==> src/rtl/data_mem_responder_pkg.sv <==
// Shared definitions for the MEM-stage data memory responder.
//   `WORD_LEN       : data/address width used across the pipeline
//   state_e         : responder FSM encoding (IDLE=0, BUSY=1, DONE=2)
//   DefaultBaseAddr : default byte address of word 0
//   CntWidth        : width of the wait-state counter (WAIT_CYCLES 0..15)

`ifndef WORD_LEN
`define WORD_LEN 32
`endif

package data_mem_responder_pkg;

  typedef enum logic [1:0] {
    StIdle = 2'd0,
    StBusy = 2'd1,
    StDone = 2'd2
  } state_e;

  localparam int unsigned DefaultBaseAddr = 32'd1024;
  localparam int unsigned CntWidth        = 4;

endpackage

==> src/rtl/mem_word_array.sv <==
// DEPTH x WORD_LEN word storage for the data memory responder.
// Ports:
//   clk   : clock, rising edge
//   rst   : asynchronous active-high reset, clears every word to 0
//   we    : write enable, writes wdata to word idx at the rising edge
//   idx   : word index for both write and read
//   wdata : write data
//   rdata : asynchronous (combinational) read of word idx

module mem_word_array #(
  parameter int unsigned WORD_LEN = 32,
  parameter int unsigned DEPTH    = 64
) (
  input  logic                     clk,
  input  logic                     rst,
  input  logic                     we,
  input  logic [$clog2(DEPTH)-1:0] idx,
  input  logic [WORD_LEN-1:0]      wdata,
  output logic [WORD_LEN-1:0]      rdata
);

  logic [WORD_LEN-1:0] mem_q [DEPTH];

  always_ff @(posedge clk or posedge rst) begin
    if (rst) begin
      for (int i = 0; i < int'(DEPTH); i++) begin
        mem_q[i] <= '0;
      end
    end else if (we) begin
      mem_q[idx] <= wdata;
    end
  end

  assign rdata = mem_q[idx];

endmodule

==> src/rtl/data_mem_responder.sv <==
// Memory-side responder for the MEM-stage load/store interface.
// A request is latched in IDLE, held for WAIT_CYCLES wait states in BUSY, performed on the
// last BUSY edge and reported by a one-cycle ready pulse in DONE.
// Ports:
//   clk      : clock, rising edge
//   rst      : asynchronous active-high reset (clears FSM, outputs and the word array)
//   MEM_R_EN : load request
//   MEM_W_EN : store request (wins when both enables are set)
//   address  : byte address; word index = (address - BASE_ADDR) >> 2
//   dataIn   : store value
//   dataOut  : registered load result, held until the next load completes
//   ready    : registered access-complete pulse
//   stall    : combinational, (MEM_R_EN | MEM_W_EN) & ~ready
//   addrErr  : registered, set with ready when the completed access was out of range
// Optional: define MEM_TRACE_EN to print one trace line per completed access (simulation).

`ifndef WORD_LEN
`define WORD_LEN 32
`endif

module data_mem_responder
  import data_mem_responder_pkg::*;
#(
  parameter int unsigned WORD_LEN    = `WORD_LEN,
  parameter int unsigned DEPTH       = 64,
  parameter int unsigned BASE_ADDR   = DefaultBaseAddr,
  parameter int unsigned WAIT_CYCLES = 1
) (
  input  logic                clk,
  input  logic                rst,
  input  logic                MEM_R_EN,
  input  logic                MEM_W_EN,
  input  logic [WORD_LEN-1:0] address,
  input  logic [WORD_LEN-1:0] dataIn,
  output logic [WORD_LEN-1:0] dataOut,
  output logic                ready,
  output logic                stall,
  output logic                addrErr
);

  localparam int unsigned IdxW = $clog2(DEPTH);
  localparam logic [WORD_LEN-1:0] BaseAddr = WORD_LEN'(BASE_ADDR);
  // One bit wider so BASE_ADDR + 4*DEPTH cannot wrap.
  localparam logic [WORD_LEN:0] AddrLimit =
      (WORD_LEN+1)'(BASE_ADDR) + (WORD_LEN+1)'(4 * DEPTH);
  localparam logic [CntWidth-1:0] WaitInit = CntWidth'(WAIT_CYCLES);

  // Address translation and range check
  logic                req;
  logic [WORD_LEN-1:0] offset;
  logic                req_in_range;
  logic [IdxW-1:0]     req_idx;

  assign req          = MEM_R_EN | MEM_W_EN;
  assign offset       = address - BaseAddr;
  assign req_in_range = (address >= BaseAddr) && ({1'b0, address} < AddrLimit);
  assign req_idx      = offset[IdxW+1:2];

  logic unused_offset;
  assign unused_offset = ^{offset[1:0], offset[WORD_LEN-1:IdxW+2]};

  // State
  state_e               state_q, state_d;
  logic [CntWidth-1:0]  cnt_q, cnt_d;
  logic                 op_write_q, op_write_d;
  logic                 in_range_q, in_range_d;
  logic [IdxW-1:0]      idx_q, idx_d;
  logic [WORD_LEN-1:0]  wdata_q, wdata_d;
  logic [WORD_LEN-1:0]  addr_q, addr_d;
  logic                 ready_q, ready_d;
  logic                 addr_err_q, addr_err_d;
  logic [WORD_LEN-1:0]  data_out_q, data_out_d;

  logic                 mem_we;
  logic [WORD_LEN-1:0]  mem_rdata;

  mem_word_array #(
    .WORD_LEN (WORD_LEN),
    .DEPTH    (DEPTH)
  ) u_array (
    .clk   (clk),
    .rst   (rst),
    .we    (mem_we),
    .idx   (idx_q),
    .wdata (wdata_q),
    .rdata (mem_rdata)
  );

  always_comb begin
    state_d    = state_q;
    cnt_d      = cnt_q;
    op_write_d = op_write_q;
    in_range_d = in_range_q;
    idx_d      = idx_q;
    wdata_d    = wdata_q;
    addr_d     = addr_q;
    ready_d    = 1'b0;
    addr_err_d = addr_err_q;
    data_out_d = data_out_q;
    mem_we     = 1'b0;

    unique case (state_q)
      StIdle: begin
        if (req) begin
          op_write_d = MEM_W_EN;  // both enables set -> write
          in_range_d = req_in_range;
          idx_d      = req_idx;
          wdata_d    = dataIn;
          addr_d     = address;
          cnt_d      = WaitInit;
          state_d    = StBusy;
        end
      end
      StBusy: begin
        if (cnt_q != '0) begin
          cnt_d = cnt_q - CntWidth'(1);
        end else begin
          // Access happens on this edge; out-of-range writes are dropped.
          mem_we = op_write_q & in_range_q;
          if (!op_write_q) begin
            data_out_d = in_range_q ? mem_rdata : '0;
          end
          addr_err_d = ~in_range_q;
          ready_d    = 1'b1;
          state_d    = StDone;
        end
      end
      StDone: begin
        addr_err_d = 1'b0;
        state_d    = StIdle;
      end
      default: begin
        state_d = StIdle;
      end
    endcase
  end

  always_ff @(posedge clk or posedge rst) begin
    if (rst) begin
      state_q    <= StIdle;
      cnt_q      <= '0;
      op_write_q <= 1'b0;
      in_range_q <= 1'b0;
      idx_q      <= '0;
      wdata_q    <= '0;
      addr_q     <= '0;
      ready_q    <= 1'b0;
      addr_err_q <= 1'b0;
      data_out_q <= '0;
    end else begin
      state_q    <= state_d;
      cnt_q      <= cnt_d;
      op_write_q <= op_write_d;
      in_range_q <= in_range_d;
      idx_q      <= idx_d;
      wdata_q    <= wdata_d;
      addr_q     <= addr_d;
      ready_q    <= ready_d;
      addr_err_q <= addr_err_d;
      data_out_q <= data_out_d;
    end
  end

  assign dataOut = data_out_q;
  assign ready   = ready_q;
  assign addrErr = addr_err_q;
  assign stall   = req & ~ready_q;

`ifdef MEM_TRACE_EN
  always_ff @(posedge clk) begin
    if (!rst && state_q == StDone) begin
      $display("MEM %s addr=0x%08h idx=%0d data=0x%08h addrErr=%0b",
               op_write_q ? "W" : "R", addr_q, idx_q,
               op_write_q ? wdata_q : data_out_q, addr_err_q);
    end
  end
`else
  logic unused_trace;
  assign unused_trace = ^addr_q;
`endif

endmodule
==> config.mk <==
export PLATFORM = sky130hd
export DESIGN_NAME = data_mem_responder
export DESIGN_NICKNAME = d
export VERILOG_FILES = /design/src/rtl/data_mem_responder_pkg.sv /design/src/rtl/mem_word_array.sv /design/src/rtl/data_mem_responder.sv
export SDC_FILE = /design/constraint.sdc
export NUM_CORES = 2
export LEC_CHECK = 0
export ABC_CLOCK_PERIOD_IN_PS = 69900
export BUFFER_PORTS_ARGS = -buffer_cell sky130_fd_sc_hd__buf_2
export CORE_UTILIZATION = 57
export CTS_CLUSTER_DIAMETER = 60
export CTS_CLUSTER_SIZE = 16
export DETAILED_ROUTE_END_ITERATION = 10
export PLACE_DENSITY = 0.82
export SYNTH_ARGS = -nofsm -noshare
export SYNTH_HDL_FRONTEND = slang
export SYNTH_SLANG_ARGS = --single-unit
==> constraint.sdc <==
create_clock -name clk -period 69.9 [get_ports clk]
set_input_delay 6.99 -clock clk [delete_from_list [all_inputs] [get_ports clk]]
set_output_delay 6.99 -clock clk [all_outputs]
set_load 0.005 [all_outputs]
==> out/metrics.yaml <==
cts_tree: "yes"
drive_above_1_share_pct: 44.7
rsz0062_at_grt: "no"
dr.first_iter.drc_count: 5713
ir_drop_mv: 0.0421
synth_cell_types: 49
p_per_area_nw_per_um2: 27.9
ctsHoldBuffers: 0
synth_area_leaders: "dfrtp_1, mux2_2, mux4_2, mux2i_1, mux2_1"
nNetsFinal: 6294
postSynthAreaPerCell_sq_um: 14.7
dp_hpwl_um: 137000
clk_path_buf_depth: 3
finalCriticalPeriod_ns: 14.47
clock_latency_ns: 0.81
ios: 103
switching_power_uw: 988
clockPowerShare_pct: 30.3
synth_top_family_by_area: "multiplexers"
crit_slowest_cell: "nor2_1"
relSlewSlack_pct: 8.16
cp.required_ns: 62.91
die_y_um: 411
ant_nets: 0
cts_max_level: 4
synthesis.nets: 6553
start_util_pct: 57.7
tns_ns: 0
grt_start_max_net_pins: 193
yosys_warnings: 0
worst_setup_path_start_kind: "input port"
io_buffers: 100
period_share_pct: 20.7
area.growth.synth_to_final_pct: 6.70
worst_pin_slew_ns: 1.38
clkSinkCount: 2128
num-fill-cells: 11879
netlist_instances: 6483
outcome: "finished, final reports clean"
vias_per_cell: 6.67
wl_um: 241000
hold_depth: 1
setup_viol: 0
place_area_sq_um: 97400
endpoint_kind: "output pin"
synth-simple-area-share_pct: 2.19
final_cell_area_sq_um: 102000
grt.total_usage_pct: 28.8
internal-power_mw: 1.86
cts_resized: 0
clock_skew_ns: 0.0281
post-cts-setup-buffers: 0
syn_area_sq_um: 95500
grt_pass1_wl_um: 371000
path_clk_slew_ns: 0.06
finalHoldViolCount: 0
worst-r2r-cell-count: 8
yosys.area_share.xor_xnor_pct: 0.0183
worstPathCellList: "buf_2, nor2_1, nor2_1, buf_2"
critical_path_class: "in2out"
switching_share_pct: 34.7
yosysTopAreaCellShare_pct: 55.8
max_stage_delay_ns: 0.19
wl_per_cell_um: 28.4
place.gp.congestion: 0.810
cts_inserted_buffers: 155
drc: 0
synth_compound_area_share_pct: 4.50
rows: 149
worst-path-max-fanout: 3
ctsRootBufferMaster: "clkbuf_16"
synthAdderAreaFrac_pct: 0.0262
overflow: 0
grt_pass1_vias: 60021
seqPwrFrac_pct: 47.9
power.leakage_nw: 48.9
coreArea_sq_um: 166000
yosysSeqAreaShare_pct: 55.8
first_pass_iters: 6
holdCritPathClass: "reg2reg"
fp.dieArea_sq_um: 169000
ys_ff_latch: 2128
worstPathArrival_ns: 7.48
p_comb_share_pct: 21.9
antenna_found_initial: 7
synthMuxAreaShare_pct: 34.4
maxCapViolCount: 0
num_vias: 56424
synth.largest_area_cell: "dfrtp_1"
fp.dieW_um: 411
maxSlewViolCount: 0
max_freq_mhz: 69.1
-- per-stage QoR --
step	hold WS (ns)	utilization (%)	setup WS (ns)	instances	power, mW
after floorplan	0.445	-	2.79	6483	1.77
after global placement	0.462	58.9	55.43	8256	1.98
final	0.483	61.6	55.43	8461	2.84
after detailed placement	0.470	58.9	55.44	8256	1.99
after global routing	0.498	61.6	55.40	8461	2.94
after CTS	0.486	61.6	55.44	8460	2.85
-- cells in the final DEF, fill, tap and decap left out, types with 7 or more instances in the layout --
cell type	n
a31oi_1	29
nor2_4	67
clkbuf_16	163
o21ai_0	92
mux2i_1	226
inv_6	7
buf_4	140
mux2_2	1929
dfrtp_2	32
and3_1	62
nor4_1	7
nand2_2	8
mux4_2	318
nor2_1	131
a21oi_1	95
nand2_1	132
buf_2	100
a22o_1	33
mux2_1	153
dfrtp_1	2093
o22ai_1	95
a22oi_1	67
a221oi_1	191
clkbuf_1	18
-- area by class of cell --
class                           count  area [sq um]  area share (%)
Timing Repair Buffer              246          1670            1.64
Multi-Input combinational cell   3687         39700            39.0
Clock inverter                     17           219           0.215
Inverter                            6          37.5          0.0368
Tap cell                         2189          2740            2.69
Sequential cell                  2128         53300            52.3
Antenna cell                        1          2.50         0.00246
Clock buffer                      187          4230            4.15
-- synth_stat cells (all sizes together) --
cell type  count
clkbuf       364
mux4         318
mux2i        226
o31a           1
nand2        141
or2            2
a31oi         29
nor3           5
nor2         199
nor4           7
nor2b          4
xnor2          1
o21ai         92
o21a           2
o2111a         1
a22oi         67
inv            6
a21oi         95
ha             2
and2           4
xor2           1
dfrtp       2128
nor3b          1
a221oi       191
o41ai          1
a22o          33
a221o          1
nor4b          1
o221ai         4
o31ai          2
mux2        2082
nand4          2
or3            2
buf          298
and3          63
nand2b         5
o22ai         95
a21o           2
nand3          5
-- kinds of logic after synthesis --
group           Yosys count
fa+ha+maj                 2
compound gates          616
simple gates            441
buf+inv                 668
mux                    2626
xor+xnor                  2
flops                  2128
-- flip-flops by register name (all words and copies together), names as in the netlist --
signal         count
u_array.mem_q   2048
dataOut           32
wdata_q           32
idx_q              6
cnt_q              4
state_q            2
addrErr            1
in_range_q         1
op_write_q         1
ready              1
-- worst paths after layout --
check	startpoint	to	slack [ns]
setup reg to reg	idx_q[1]$_DFFE_PP0P_	u_array.mem_q[1099]$_DFFE_PP0P_	65.07
min in group asynchronous	rst	wdata_q[15]$_DFFE_PP0P_	6.33
setup / recovery	MEM_W_EN	stall	55.43
hold reg to reg	u_array.mem_q[174]$_DFFE_PP0P_	u_array.mem_q[174]$_DFFE_PP0P_	0.48
hold / removal	u_array.mem_q[174]$_DFFE_PP0P_	u_array.mem_q[174]$_DFFE_PP0P_	0.48
max in group asynchronous	rst	u_array.mem_q[1890]$_DFFE_PP0P_	57.99
-- per-layer routing --
layer / wire length [um] / GRT usage (%) / part of all wire, % / vias to the layer above
li1: - / - / - / 23240
met1: 98300 / 39.5 / 41 / 30613
met2: 116000 / 46.3 / 48 / 2080
met3: 16000 / 4.77 / 6.6 / 491
met4: 10000 / 11.6 / 4.2 / 0
met5: 0 / 0 / 0 / -
-- power groups by stage --
stage	logic, mW	registers, mW	clock network, mW
2_1_floorplan	0.496	1.28	0
3_3_place_gp	0.606	1.37	0
3_5_place_dp	0.614	1.38	0
4_1_cts	0.617	1.36	0.871
5_1_grt	0.654	1.37	0.918
6_report	0.622	1.36	0.861
-- critical path: cells and delay by family --
| family | cells | cell delay, ns |
|---|---|---|
| AND/OR/NAND/NOR | 2 | 0.25 |
| buffers and inverters | 2 | 0.24 |
Power figures use the tool's default switching activity.
